File: src/rtl/word_serializer.sv
// Parallel-to-serial unloader: takes a SIZE-bit word over valid/ready and streams it out one bit per enabled cycle.
// Latency: first bit on sout the cycle after the accept edge; SIZE enabled cycles per word, back-to-back with no bubble.
// Backpressure: sout_en low freezes all state; in_ready is high only when idle or while the last bit is being consumed.
module word_serializer #(
    parameter int unsigned SIZE      = 32,
    parameter bit          LSB_FIRST = 1'b0
) (
    input  logic            clk,
    input  logic            rst,
    input  logic [SIZE-1:0] din,
    input  logic            in_valid,
    output logic            in_ready,
    input  logic            sout_en,
    output logic            sout,
    output logic            sout_valid,
    output logic            sout_last,
    output logic            busy
);

    localparam int unsigned    CW       = (SIZE > 1) ? $clog2(SIZE) : 1;
    localparam logic [CW-1:0] LAST_CNT = CW'(SIZE - 1);

    typedef enum logic {
        ST_IDLE  = 1'b0,
        ST_SHIFT = 1'b1
    } state_t;

    state_t          r_state;
    state_t          w_state_nxt;
    logic [SIZE-1:0] r_shift;
    logic [SIZE-1:0] w_shift_nxt;
    logic [CW-1:0]   r_cnt;

    logic w_shifting;
    logic w_last;
    logic w_advance;
    logic w_ready;
    logic w_accept;
    logic w_out_bit;

    assign w_shifting = (r_state == ST_SHIFT);
    assign w_last     = w_shifting && (r_cnt == LAST_CNT);
    assign w_advance  = w_shifting && sout_en;
    // Ready while idle, or while the final bit leaves so the next word lands with no gap.
    assign w_ready    = (r_state == ST_IDLE) || (w_last && sout_en);
    assign w_accept   = in_valid && w_ready;

    // Shift toward the output end, zero-filling behind.
    assign w_shift_nxt = LSB_FIRST ? {1'b0, r_shift[SIZE-1:1]}
                                   : {r_shift[SIZE-2:0], 1'b0};
    assign w_out_bit   = LSB_FIRST ? r_shift[0] : r_shift[SIZE-1];

    // State register; reset drops any word in progress.
    always_ff @(posedge clk or negedge rst) begin
        if (!rst) begin
            r_state <= ST_IDLE;
        end else begin
            r_state <= w_state_nxt;
        end
    end

    // Next-state: leave SHIFT only when the last bit goes out without a reload.
    always_comb begin
        w_state_nxt = r_state;
        case (r_state)
            ST_IDLE: begin
                if (w_accept) begin
                    w_state_nxt = ST_SHIFT;
                end
            end
            ST_SHIFT: begin
                if (w_last && sout_en && !w_accept) begin
                    w_state_nxt = ST_IDLE;
                end
            end
            default: w_state_nxt = ST_IDLE;
        endcase
    end

    // Datapath: load on accept, otherwise shift and count on each consumed bit.
    always_ff @(posedge clk or negedge rst) begin
        if (!rst) begin
            r_shift <= '0;
            r_cnt   <= '0;
        end else if (w_accept) begin
            r_shift <= din;
            r_cnt   <= '0;
        end else if (w_advance) begin
            r_shift <= w_shift_nxt;
            r_cnt   <= w_last ? '0 : (r_cnt + CW'(1));
        end
    end

    // Outputs: serial bit is gated to 0 outside SHIFT.
    always_comb begin
        busy       = w_shifting;
        sout_valid = w_shifting;
        sout_last  = w_last;
        in_ready   = w_ready;
        sout       = w_shifting ? w_out_bit : 1'b0;
    end

endmodule
File: config.mk
export PLATFORM = sky130hd
export DESIGN_NAME = word_serializer
export DESIGN_NICKNAME = d
export VERILOG_FILES = /design/src/rtl/word_serializer.sv
export SDC_FILE = /design/constraint.sdc
export NUM_CORES = 1
export LEC_CHECK = 0
export CORE_AREA = 4 4 75 84
export DETAILED_ROUTE_END_ITERATION = 7
export DIE_AREA = 0 0 79 88
export GPL_ROUTABILITY_DRIVEN = 0
export PLACE_DENSITY = 0.8
export REMOVE_ABC_BUFFERS = 1
export SLEW_MARGIN = 20
export SYNTH_ARGS = -nofsm -noshare
export SYNTH_HDL_FRONTEND = slang
export SYNTH_SLANG_ARGS = --single-unit
File: constraint.sdc
create_clock -name clk -period 1.8 [get_ports clk]
set_input_delay 0.18 -clock clk [delete_from_list [all_inputs] [get_ports clk]]
set_output_delay 0.18 -clock clk [all_outputs]
set_load 0.005 [all_outputs]
Word level (Yosys, flattened, before mapping)

Cells that the tools add are included.

Bits of input ports: 36
Word-level logic and storage cells: 23
Flip-flop bits (word level): 38

Muxes and demuxes: 9
Reductions and logical operators: 8
Add/sub/neg operators: 1
Bitwise operators: 1
Eq/ne operators: 1

Operators with widths:

| operator                                                       | count |
|---|---|
| 32-bit two-way mux                                             | 2 |
| 5-bit two-way mux                                              | 3 |
| 5-bit by 1-bit adder with 5-bit output (second input constant) | 1 |
| 5-bit == test (second input constant)                          | 1 |
| 1-bit logical AND                                              | 5 |
| 1-bit two-way mux                                              | 3 |
| 1-bit one-hot mux with 2 select lines                          | 1 |
| 2-bit nonzero test                                             | 1 |
| 1-bit zero test                                                | 1 |
| 1-bit logical OR                                               | 1 |
| 1-bit inverter                                                 | 1 |

Longest topological paths before layout

Gate-level depths: netlist of run 1.

Depth after elaboration: 9
Gate-level depth with buffers: 7

Worst setup path after synthesis of run 1

No wires, ideal clock.

Path type: reg-to-reg
Start point: register r_cnt[0]
End point: register r_shift[19]
Path buffers: 1
Arrival: 1.562 ns
Stages on the path, launching flop included: 8
Path slack: 0.101 ns
Cell sequence: dfrtp_1 ha_1 and3_1 ha_1 nand2_4 buf_4 mux2i_1 a21oi_1

Word-level cells in the longest chain between the ends: 6

Ends and longest elaborated chain:

| what                                                     | RTL line | text |
|---|---|---|
| start: declaration                                       | 32       | `logic [CW-1:0] r_cnt;` |
| start signal: assignment                                 | 90       | `r_cnt <= w_last ? '0 : (r_cnt + CW'(1));` |
| 5-bit == test (*)                                        | 42       | `assign w_last = w_shifting && (r_cnt == LAST_CNT);` |
| 1-bit logical AND (*)                                    | 42       |  |
| 1-bit logical AND (*)                                    | 45       | `assign w_ready = (r_state == ST_IDLE) \|\| (w_last && sout_en);` |
| 1-bit logical OR (*)                                     | 45       |  |
| 1-bit logical AND (*)                                    | 46       | `assign w_accept = in_valid && w_ready;` |
| 32-bit two-way mux or 2-bit nonzero test (tied branches) | --       |  |
| end signal: assignment                                   | 86       | `r_shift <= din;` |
| end signal: assignment                                   | 89       | `r_shift <= w_shift_nxt;` |
| end: declaration                                         | 30       | `logic [SIZE-1:0] r_shift;` |

Every way passes the cells marked *; elsewhere a longest branch is shown, timed or not.
A chain may end at the register's enable or synchronous reset.

Final worst setup path of run 1

Start point: register r_state (netlist: busy)
End point: output port sout

Word-level cells in the longest chain between the ends: 1

Ends and longest elaborated chain:

| what                     | RTL line | text |
|---|---|---|
| start: declaration       | 28       | `state_t r_state;` |
| start signal: assignment | 58       | `r_state <= w_state_nxt;` |
| 1-bit two-way mux        | 100      | `sout = w_shifting ? w_out_bit : 1'b0;` |
| end: declaration         | 14       | `output logic sout,` |

Every way passes these cells.

==> out/metrics.cfg, run 1 <==
[status]
run_status=complete, no violations

[worst_setup_path]
required_ns=1.62
timing.critical_path.depth=2
worst_r2r_path_depth=7
timing.critical_path.arrival_ns=1.53
critical-path-slowest-cell=dfrtp_4
cp_slowest_stage_delay_ns=0.57
cp_cell_sequence=and2_1 -> clkdlybuf4s50_1
worstReg2RegEnd=r_shift[26]$_DFFE_PN0P_
timing.critical_path.max_delay_family=flip-flops
crit_path_start_kind=flop
worst_path_maximum_fanout=19
path_class=reg2out
crit_buf_inv=1
worstSetupEndpointType=primary output
ff2ff_setup_slack_ns=0.17
r2r_start=r_cnt[0]$_DFFE_PN0P_

[timing]
timing.final.setup_violations=0
layout_min_cycle_time_ns=1.708
timing_hold_violations_final=0
max_freq_mhz=585.6
setup_ws_ns=0.09247
period_share=0.9486
finalMaxSlewViolations=0
maxSlewHeadroom=0.6710
worst_slew_pin_slew_ns=0.4935
clock_skew_after_layout_ns=0.002700
tns_ns=0
rsz0062_at_grt=no

[detailed_routing]
ant_nets=0
drtPass1Iterations=4
post-route-drc-count=0
initialDrtViolationCount=112
detail_route.vias_per_cell=5.529
detailroute.via_count=2068
detailed_route_wire_length_um=5823
post_drt_wl_per_cell_um=15.57

[global_routing]
grt_use_total=0.1739
grt_overflow=0
grt_antenna_before_repair=0
first_global_vias=2068
grt_start_max_net_pins=39
first_pass_grt_wire_length_um=9687

[placement]
buffer_ports.inserted=40
detailedPlacementHpwl_um=3886
post-place-ws_ns=-0.03210

[worst_hold_path]
worst_hold_path_depth=4
hold_path_startpoint=in_valid
whs_endpoint=r_cnt[3]$_DFFE_PN0P_
hp-class=in2reg

[floorplan]
io_pins=41
floorplan.rows=28
coreArea_um2=5395
design.die.area_um2=6952
die_w_um=79
floorplan.initialDensity=0.4835
floorplan.die.height_um=88

[cells_and_area]
synthToLayoutAreaGrowth_pct=25.08
drive_above_1_share=0.2174
seq_area_um2=954.7
multi_input_gate_area_in_the_final_layout_um2=1519
design.final.nets=336
antenna_cells_inserted=0
count_of_fill_cells_added_during_filler_insertion=475

[clock_tree]
clock-sinks=38
clock_latency_on_the_worst_skew_pair_ns=0.29
cts_buffers=5
tritoncts_clock_tree=built
postCtsSetupRepairBufs=0
clock_transition_at_path_regs_ns=0.07
cts-root-buf=clkbuf_8
cts_buffer_depth=2
cts-htree-levels=2

[synthesis]
synth.most_common_cell=dfrtp_1
synthArstFlopShare=1.000
netlist_top_cells_count=38 x dfrtp_1, 35 x mux2i_1, 35 x nand2b_1
syn_inst=254
synth_edf_count=0
yosys.area.top_type_share=0.3645
synth.ff_latch_count=38
synth_area_leader_cell=dfrtp_1
total_number_of_yosys_warnings=0
synth_top_flop_cell=dfrtp_1
yosys.cell_types.count=27
avgSynthCellArea_um2=10.27
synth-seq-area-share=0.3645
mappedNetlistArea_um2=2609
synthTopCellsByArea=dfrtp_1 36%, mux2i_1 13%, nand2b_1 8.4%, mux2_4 8.1%, o22ai_1 7.4%

[pwr]
power_density_over_the_cells_nw_per_um2=1085
max-vdd-ir-drop_mv=0.4986
leakage_nw=1.484

[flow_run]
max_capacitance_violation_count=0

-- how the worst max path moves through the flow --
stage	slack, ns	startpoint	to
global placement	0.02	r_cnt[0]$_DFFE_PN0P_	in_ready
finish	0.09	busy$_DFF_PN0_	sout
floorplan	-1.05	busy$_DFF_PN0_	r_shift[10]$_DFFE_PN0P_
global route	0.04	r_cnt[0]$_DFFE_PN0P_	sout_last
CTS	0.02	r_cnt[0]$_DFFE_PN0P_	sout_last
detailed placement	-0.03	r_cnt[1]$_DFFE_PN0P_	in_ready
-- per-layer routing --
metal  global-route usage  vias to the layer above  wire [um]
li1                     -                     1018          -
met1               0.2260                      998       2613
met2               0.2956                       44       2905
met3              0.02881                        8        221
met4              0.05781                        0         82
met5                    0                        -          0
-- flip-flops by register name, indices dropped and copies added (netlist names) --
name and cells:
r_cnt 5, r_shift 32, busy 1
-- cell type report --
| cell class | instances | area share |
|---|---|---|
| multi-input cells | 192 | 0.4655 |
| flip-flops and latches | 38 | 0.2926 |
| well taps | 75 | 0.02876 |
| clock inverters | 1 | 0.001534 |
| inverters | 1 | 0.001150 |
| repair buffers | 60 | 0.1840 |
| clock buffers | 7 | 0.02646 |
-- repair_timing --
item	CTS	global route
gates resized for setup	8	3
endpoints found under the setup margin	2	3
hold buffers	1	0
hold endpoints to repair	38	0
-- per-stage QoR --
stage / cells / area (um^2) / hold WS (ns) / utilization / power [mW]
after floorplan: 231 / 2454 / -0.1156 / - / 2.413
after global placement: 365 / 3144 / 0.2698 / 0.5828 / 2.833
after detailed placement: 365 / 3144 / 0.2692 / 0.5828 / 2.915
after CTS: 374 / 3257 / 0.4014 / 0.6037 / 3.549
after global routing: 374 / 3263 / 0.4186 / 0.6048 / 3.804
final: 374 / 3263 / 0.4174 / 0.6048 / 3.540
-- worst min-delay path, stage by stage --
cell and delay [ns]:
buf_2 0.19, nor2_1 0.14, o21ai_0 0.09, nand3_1 0.08
-- layout by cell type (no fill, tap or decap), drive strengths merged, types with 3 or more instances in the layout --
cell           count
dfrtp             38
clkdlybuf4s50     36
nand2b            35
mux2i             35
a21oi             32
o22ai             31
mux2              31
buf               22
nand2              9
clkbuf             7
o21ai              3
-- report_power, final --
part / total [mW] / internal (mW) / switching [mW]
sequential: 1.44 / 1.20 / 0.245
combinational: 1.49 / 0.905 / 0.584
clock: 0.610 / 0.309 / 0.301
-- cell families (layout without fill, tap and decap cells) --
family | Yosys count | in the layout | synth area share
compound gates | 67 | 67 | 0.1448
fa+ha+maj | 2 | 2 | 0.009591
buf+inv | 24 | 69 | 0.06091
flops | 38 | 38 | 0.3645
mux | 66 | 66 | 0.2882
simple gates | 57 | 57 | 0.1319
No activity file was read; power rests on OpenSTA's default activity.
==> run 2, diff against run 1 <==
Settings changed: GPL_TIMING_DRIVEN set to 0.
==> run 2 against run 1 <==
Non-clock buffer count is 8 lower. Clock power increased by 3%. First-iteration DRC count up 42%. Hold slack got worse by 0.15 ns. Utilization fell by 0.63 points. Sequential power barely moved. Via count increased by 3.2%. Cell count down 1.9%. Largest cell class unchanged. Largest power group unchanged. Sequential share of layout area increased by 0.31 points. Total power grew 0.56%. Clock-buffer cell count is 1 lower. Critical endpoint is now r_cnt[3]$_DFFE_PN0P_. Die area did not move.
==> out/metrics.cfg, run 2 (same netlist as run 1, synthesis figures left out) <==
[timing]
maxSlewHeadroom=0.5036  ; -0.1674
layout_min_cycle_time_ns=1.740  ; +0.03297 ns
timing.final.setup_violations=0  ; unchanged
period_share=0.9669  ; +0.01832
clock_skew_after_layout_ns=0.004153  ; +0.001453 ns
rsz0062_at_grt=yes
max_freq_mhz=574.5  ; -1.9%
worst_slew_pin_slew_ns=0.7446  ; +0.2511 ns
timing_hold_violations_final=0  ; unchanged
setup_ws_ns=0.05950  ; -0.03297 ns
tns_ns=0  ; unchanged
finalMaxSlewViolations=0  ; unchanged

[global_routing]
grt_use_total=0.1915  ; +0.01762
grt_start_max_net_pins=41  ; +5.1%
first_pass_grt_wire_length_um=10520  ; +8.5%
grt_overflow=0  ; unchanged
grt_antenna_before_repair=0  ; unchanged
first_global_vias=2179  ; +5.4%

[floorplan]
io_pins=41  ; unchanged
design.die.area_um2=6952  ; unchanged
coreArea_um2=5395  ; unchanged
floorplan.die.height_um=88  ; unchanged
floorplan.rows=28  ; unchanged
die_w_um=79  ; unchanged
floorplan.initialDensity=0.4835  ; unchanged

[worst_setup_path]
timing.critical_path.arrival_ns=1.98  ; +0.45 ns
worst_path_maximum_fanout=6  ; -13
cp_cell_sequence=ha_2 -> and3_4 -> ha_4 -> buf_6 -> nand2b_4 -> or4_1 -> nand3_1
r2r_start=r_cnt[0]$_DFFE_PN0P_
ff2ff_setup_slack_ns=0.06  ; -0.11 ns
worst_r2r_path_depth=7  ; unchanged
critical-path-slowest-cell=dfrtp_1
path_class=reg2reg
cp_slowest_stage_delay_ns=0.41  ; -0.16 ns
worstSetupEndpointType=flop
setup.worst_path.start=r_cnt[0]$_DFFE_PN0P_
required_ns=2.03  ; +0.41 ns
crit_path_start_kind=flop
worstReg2RegEnd=r_cnt[3]$_DFFE_PN0P_

[detailed_routing]
detail_route.vias_per_cell=5.815  ; +5.2%
post-route-drc-count=0  ; unchanged
post_drt_wl_per_cell_um=17.28  ; +11%
initialDrtViolationCount=159  ; +42%
detailed_route_wire_length_um=6340  ; +8.9%
drtPass1Iterations=4  ; unchanged
ant_nets=0  ; unchanged
detailroute.via_count=2134  ; +3.2%

[cells_and_area]
layout.cells.most_common_list=37 x dfrtp_1, 35 x mux2i_1, 35 x clkdlybuf4s50_1, 33 x nand2b_1, 32 x a21oi_1
fin_cells=367  ; -1.9%
flip_flop_count_of_the_largest_register_after_layout=32  ; unchanged
design.final.nets=329  ; -2.1%
final_area_um2=3229  ; -1.0%
register_ranked_first_by_flip_flop_count=r_shift
layout.cells.most_common=dfrtp_1
antenna_cells_inserted=0  ; unchanged
multi_input_gate_area_in_the_final_layout_um2=1560  ; +2.7%
synthToLayoutAreaGrowth_pct=23.79
seq_area_um2=954.7  ; unchanged
drive_above_1_share=0.2158  ; -0.001638
count_of_fill_cells_added_during_filler_insertion=499  ; +5.1%

[clock_tree]
cts_buffer_depth=2  ; unchanged
cts-root-buf=clkbuf_8
tritoncts_clock_tree=built
cts-htree-levels=2  ; unchanged
clock-sinks=38  ; unchanged
clock_latency_on_the_worst_skew_pair_ns=0.29  ; about the same
clock_transition_at_path_regs_ns=0.08  ; about the same
cts_buffers=5  ; unchanged

[pwr]
power_density_over_the_cells_nw_per_um2=1102  ; +1.6%
leakage_nw=1.433  ; -3.4%
report.power.total_mw=3.559  ; +0.56%
max-vdd-ir-drop_mv=0.5085  ; +2.0%

[placement]
dp.cells=348  ; -4.7%
detailedPlacementHpwl_um=3453  ; -11%
post-place-ws_ns=-0.2887  ; -0.2566 ns
buffer_ports.inserted=40  ; unchanged
placement.cell_area_um2=2979  ; -5.3%

[flow_run]
max_capacitance_violation_count=0  ; unchanged

[worst_hold_path]
hp-class=in2async

[status]
run_status=complete, no violations

==> run 2: cell count changes in the layout (fill, tap and decap cells not counted), moves of 2 or more <==
| cell | before | now |
|---|---|---|
| nand2_8 | 0 | 2 |
| buf_12 | 5 | 3 |
| nand2b_1 | 35 | 33 |
| buf_4 | 14 | 6 |
==> run 2: critical path: cells and delay by family, from the launching register on <==
kind,cells,cell delay [ns]
simple gates,4,0.75
fa+ha+maj,2,0.36
buf+inv,1,0.15
flops,1,0.41
==> run 2: metrics by stage <==
step	hold slack, ns	utilization
floorplan	-0.1156	-
CTS	0.2581	0.5937
global placement	0.4599	0.5464
detailed placement	0.04798	0.5522
finish	0.2628	0.5986
global route	0.2890	0.5986
==> run 2: where the power goes <==
group / switching [mW] / internal, mW / leakage, nW
sequential: 0.260 / 1.20 / 0.389
combinational: 0.586 / 0.888 / 0.997
clock: 0.321 / 0.308 / 0.0472
total: 1.17 / 2.39 / 1.43
==> run 2: worst max path at each step <==
stage,endpoint,slack [ns],cells past startpoint
2_1_floorplan,r_shift[10]$_DFFE_PN0P_,-1.05,3
3_3_place_gp,r_shift[1]$_DFFE_PN0P_,-2.14,3
3_5_place_dp,r_shift[6]$_DFFE_PN0P_,-0.29,6
4_1_cts,r_shift[9]$_DFFE_PN0P_,0.001,7
5_1_grt,r_shift[6]$_DFFE_PN0P_,-0.02,7
6_report,r_cnt[3]$_DFFE_PN0P_,0.06,7
==> run 2: metal layers <==
metal  track usage  share of wire  up-vias
li1              -              -     1012
met1        0.2435           0.44     1073
met2        0.3338           0.50       43
met3       0.03704          0.044        6
met4       0.05156         0.0095        0
met5             0              0        -
==> run 2: final cells by class <==
type,count,area share
Inverter,1,0.001162
Multi-Input combinational cell,193,0.4831
Clock buffer,6,0.02557
Timing Repair Buffer,52,0.1616
Clock inverter,2,0.003874
Tap cell,75,0.02906
Sequential cell,38,0.2956
==> run 2: what timing repair did <==
action,4_1_cts,5_1_grt
endpoints found under the hold margin,31,0
hold buffers,1,0
gates cloned,1,0
pin swaps,1,2
buffers inserted,8,1
setup endpoints to repair,38,28
resized for setup,8,6
==> run 3, diff against run 2 <==
Settings changed: CORE_AREA 4 4 75 84 to 4 4 71 80, DIE_AREA 0 0 79 88 to 0 0 75 84, PLACE_DENSITY 0.8 to 0.84.
Clock period 1.8 ns to 2.1 ns, I/O delays scaled along.
==> run 3 against run 2 <==
Sequential cell count unchanged. Global-route usage increased by 0.43 points. Routed wire length decreased by 9.1%. Design area decreased by 2.6%. First-iteration DRC count decreased by 37%. Combinational power decreased by 16%. Clock power decreased by 19%. Hold slack improved by 0.13 ns. Largest cell class unchanged. Largest power group is now registers.
==> out/metrics.cfg, run 3 (same netlist as run 1, synthesis figures left out) <==
[status]
run_status=complete, no violations

[worst_setup_path]
worst_path_maximum_fanout=3  ; -3
worstSetupEndpointType=primary output
critical-path-slowest-cell=clkdlybuf4s50_1
cp_cell_sequence=ha_4 -> and3_4 -> ha_4 -> and2_1 -> clkdlybuf4s50_1
timing.critical_path.mode_cell=ha_4
timing.critical_path.arrival_ns=1.75  ; -0.23 ns
crit_path_start_kind=flop
crit_buf_inv=1  ; unchanged
cp_slowest_stage_delay_ns=0.49  ; +0.08 ns
path_class=reg2out
required_ns=1.89  ; -0.14 ns
timing.critical_path.max_delay_family=buffers and inverters

[clock_tree]
tritoncts_clock_tree=built
cts_buffers=5  ; unchanged
clock_transition_at_path_regs_ns=0.08  ; about the same
cts_buffer_depth=2  ; unchanged
cts-htree-levels=2  ; unchanged
clock_latency_on_the_worst_skew_pair_ns=0.29  ; about the same
cts-root-buf=clkbuf_8
clock-sinks=38  ; unchanged

[detailed_routing]
detail_route.vias_per_cell=5.980  ; +2.8%
post-route-drc-count=0  ; unchanged
initialDrtViolationCount=100  ; -37%
detailed_route_wire_length_um=5766  ; -9.1%
ant_nets=0  ; unchanged
detailroute.via_count=2051  ; -3.9%
drtPass1Iterations=4  ; unchanged
post_drt_wl_per_cell_um=16.81  ; -2.7%

[flow_run]
max_capacitance_violation_count=0  ; unchanged

[floorplan]
die_w_um=75  ; -5.1%
floorplan.rows=27  ; -3.6%
design.die.area_um2=6300  ; -9.4%
floorplan.initialDensity=0.5326  ; +0.04903
io_pins=41  ; unchanged
coreArea_um2=4898  ; -9.2%
floorplan.die.height_um=84  ; -4.5%

[timing]
fin_hold_ws_ns=0.3930  ; +0.1302 ns
rsz0062_at_grt=no
period_share=0.9331
timing.final.setup_violations=0  ; unchanged
worst_slew_pin_slew_ns=0.7310  ; -0.01352 ns
layout_min_cycle_time_ns=1.959
finalMaxSlewViolations=0  ; unchanged
setup_ws_ns=0.1406  ; +0.08109 ns
timing_hold_violations_final=0  ; unchanged
maxSlewHeadroom=0.5126  ; +0.009011
tns_ns=0  ; unchanged
clock_skew_after_layout_ns=0.009508  ; +0.005355 ns
max_freq_mhz=510.4

[cells_and_area]
drive_above_1_share=0.1825  ; -0.03330
flip_flop_count_of_the_largest_register_after_layout=32  ; unchanged
design.final.nets=323  ; -1.8%
synthToLayoutAreaGrowth_pct=20.58
layout.cells.most_common_list=37 x dfrtp_1, 36 x clkdlybuf4s50_1, 35 x mux2i_1, 34 x nand2b_1, 32 x a21oi_1
count_of_fill_cells_added_during_filler_insertion=372  ; -25%
register_ranked_first_by_flip_flop_count=r_shift
final_area_um2=3146  ; -2.6%
antenna_cells_inserted=0  ; unchanged
layout.cells.most_common=dfrtp_1

[global_routing]
first_pass_grt_wire_length_um=9777  ; -7.0%
grt_start_max_net_pins=41  ; unchanged
first_global_vias=2182  ; +0.14%
grt_use_total=0.1958  ; +0.004295
grt_overflow=0  ; unchanged
grt_antenna_before_repair=0  ; unchanged

[placement]
detailedPlacementHpwl_um=3506  ; +1.5%
post-place-ws_ns=-0.01860  ; +0.2701 ns
placement.cell_area_um2=2965  ; -0.46%
buffer_ports.inserted=40  ; unchanged

[pwr]
power_density_over_the_cells_nw_per_um2=954.7  ; -13%
leakage_nw=1.419  ; -1.0%
max-vdd-ir-drop_mv=0.4473  ; -12%
report.power.total_mw=3.003  ; -16%

[worst_hold_path]
hp-class=in2async

run 3: cell type report:
cell class / count / area [um^2] / share of cell area
inverters: 1 / 3.754 / 0.001193
well taps: 58 / 72.57 / 0.02307
multi-input cells: 192 / 1540 / 0.4897
repair buffers: 47 / 488.0 / 0.1551
flip-flops and latches: 38 / 954.7 / 0.3035
clock buffers: 7 / 86.33 / 0.02745
run 3: layer usage:
layer / wire length (um) / up-vias / global-route usage
li1: - / 991 / -
met1: 2443 / 1008 / 0.2345
met2: 3009 / 46 / 0.3399
met3: 243 / 6 / 0.03373
met4: 70 / 0 / 0.07120
met5: 0 / - / 0
run 3: where the power goes:
part,internal (mW),total (mW),switching [mW]
Sequential,1.03,1.26,0.232
Combinational,0.744,1.24,0.492
Clock,0.261,0.510,0.249
Total,2.03,3.00,0.973
run 3: metrics by stage:
stage	std cells	util
floorplan	231	-
global placement	329	0.5974
detailed placement	331	0.6054
CTS	342	0.6363
global route	343	0.6421
finish	343	0.6421
run 3: final timing paths:
check                                       start                 endpoint  slack [ns]  cells after the start
max in group asynchronous                     rst  r_shift[22]$_DFFE_PN0P_        1.25                      3
min reg2reg                r_shift[0]$_DFFE_PN0P_   r_shift[0]$_DFFE_PN0P_        0.53                      2
max reg2reg                  r_cnt[1]$_DFFE_PN0P_  r_shift[13]$_DFFE_PN0P_        0.26                      7
max                          r_cnt[1]$_DFFE_PN0P_                sout_last        0.14                      5
min in group clk                         in_valid           busy$_DFF_PN0_        0.45                      2
min                                           rst     r_cnt[4]$_DFFE_PN0P_        0.39                      2
run 3: repair_timing:
action / CTS / global route
endpoints found under the setup margin: 24 / 22
buffers inserted: 3 / 1
cloned: 0 / 0
resized for setup: 4 / 3
pin swaps: 0 / 1
hold endpoints to repair: 15 / 0
hold buffers: 1 / 0
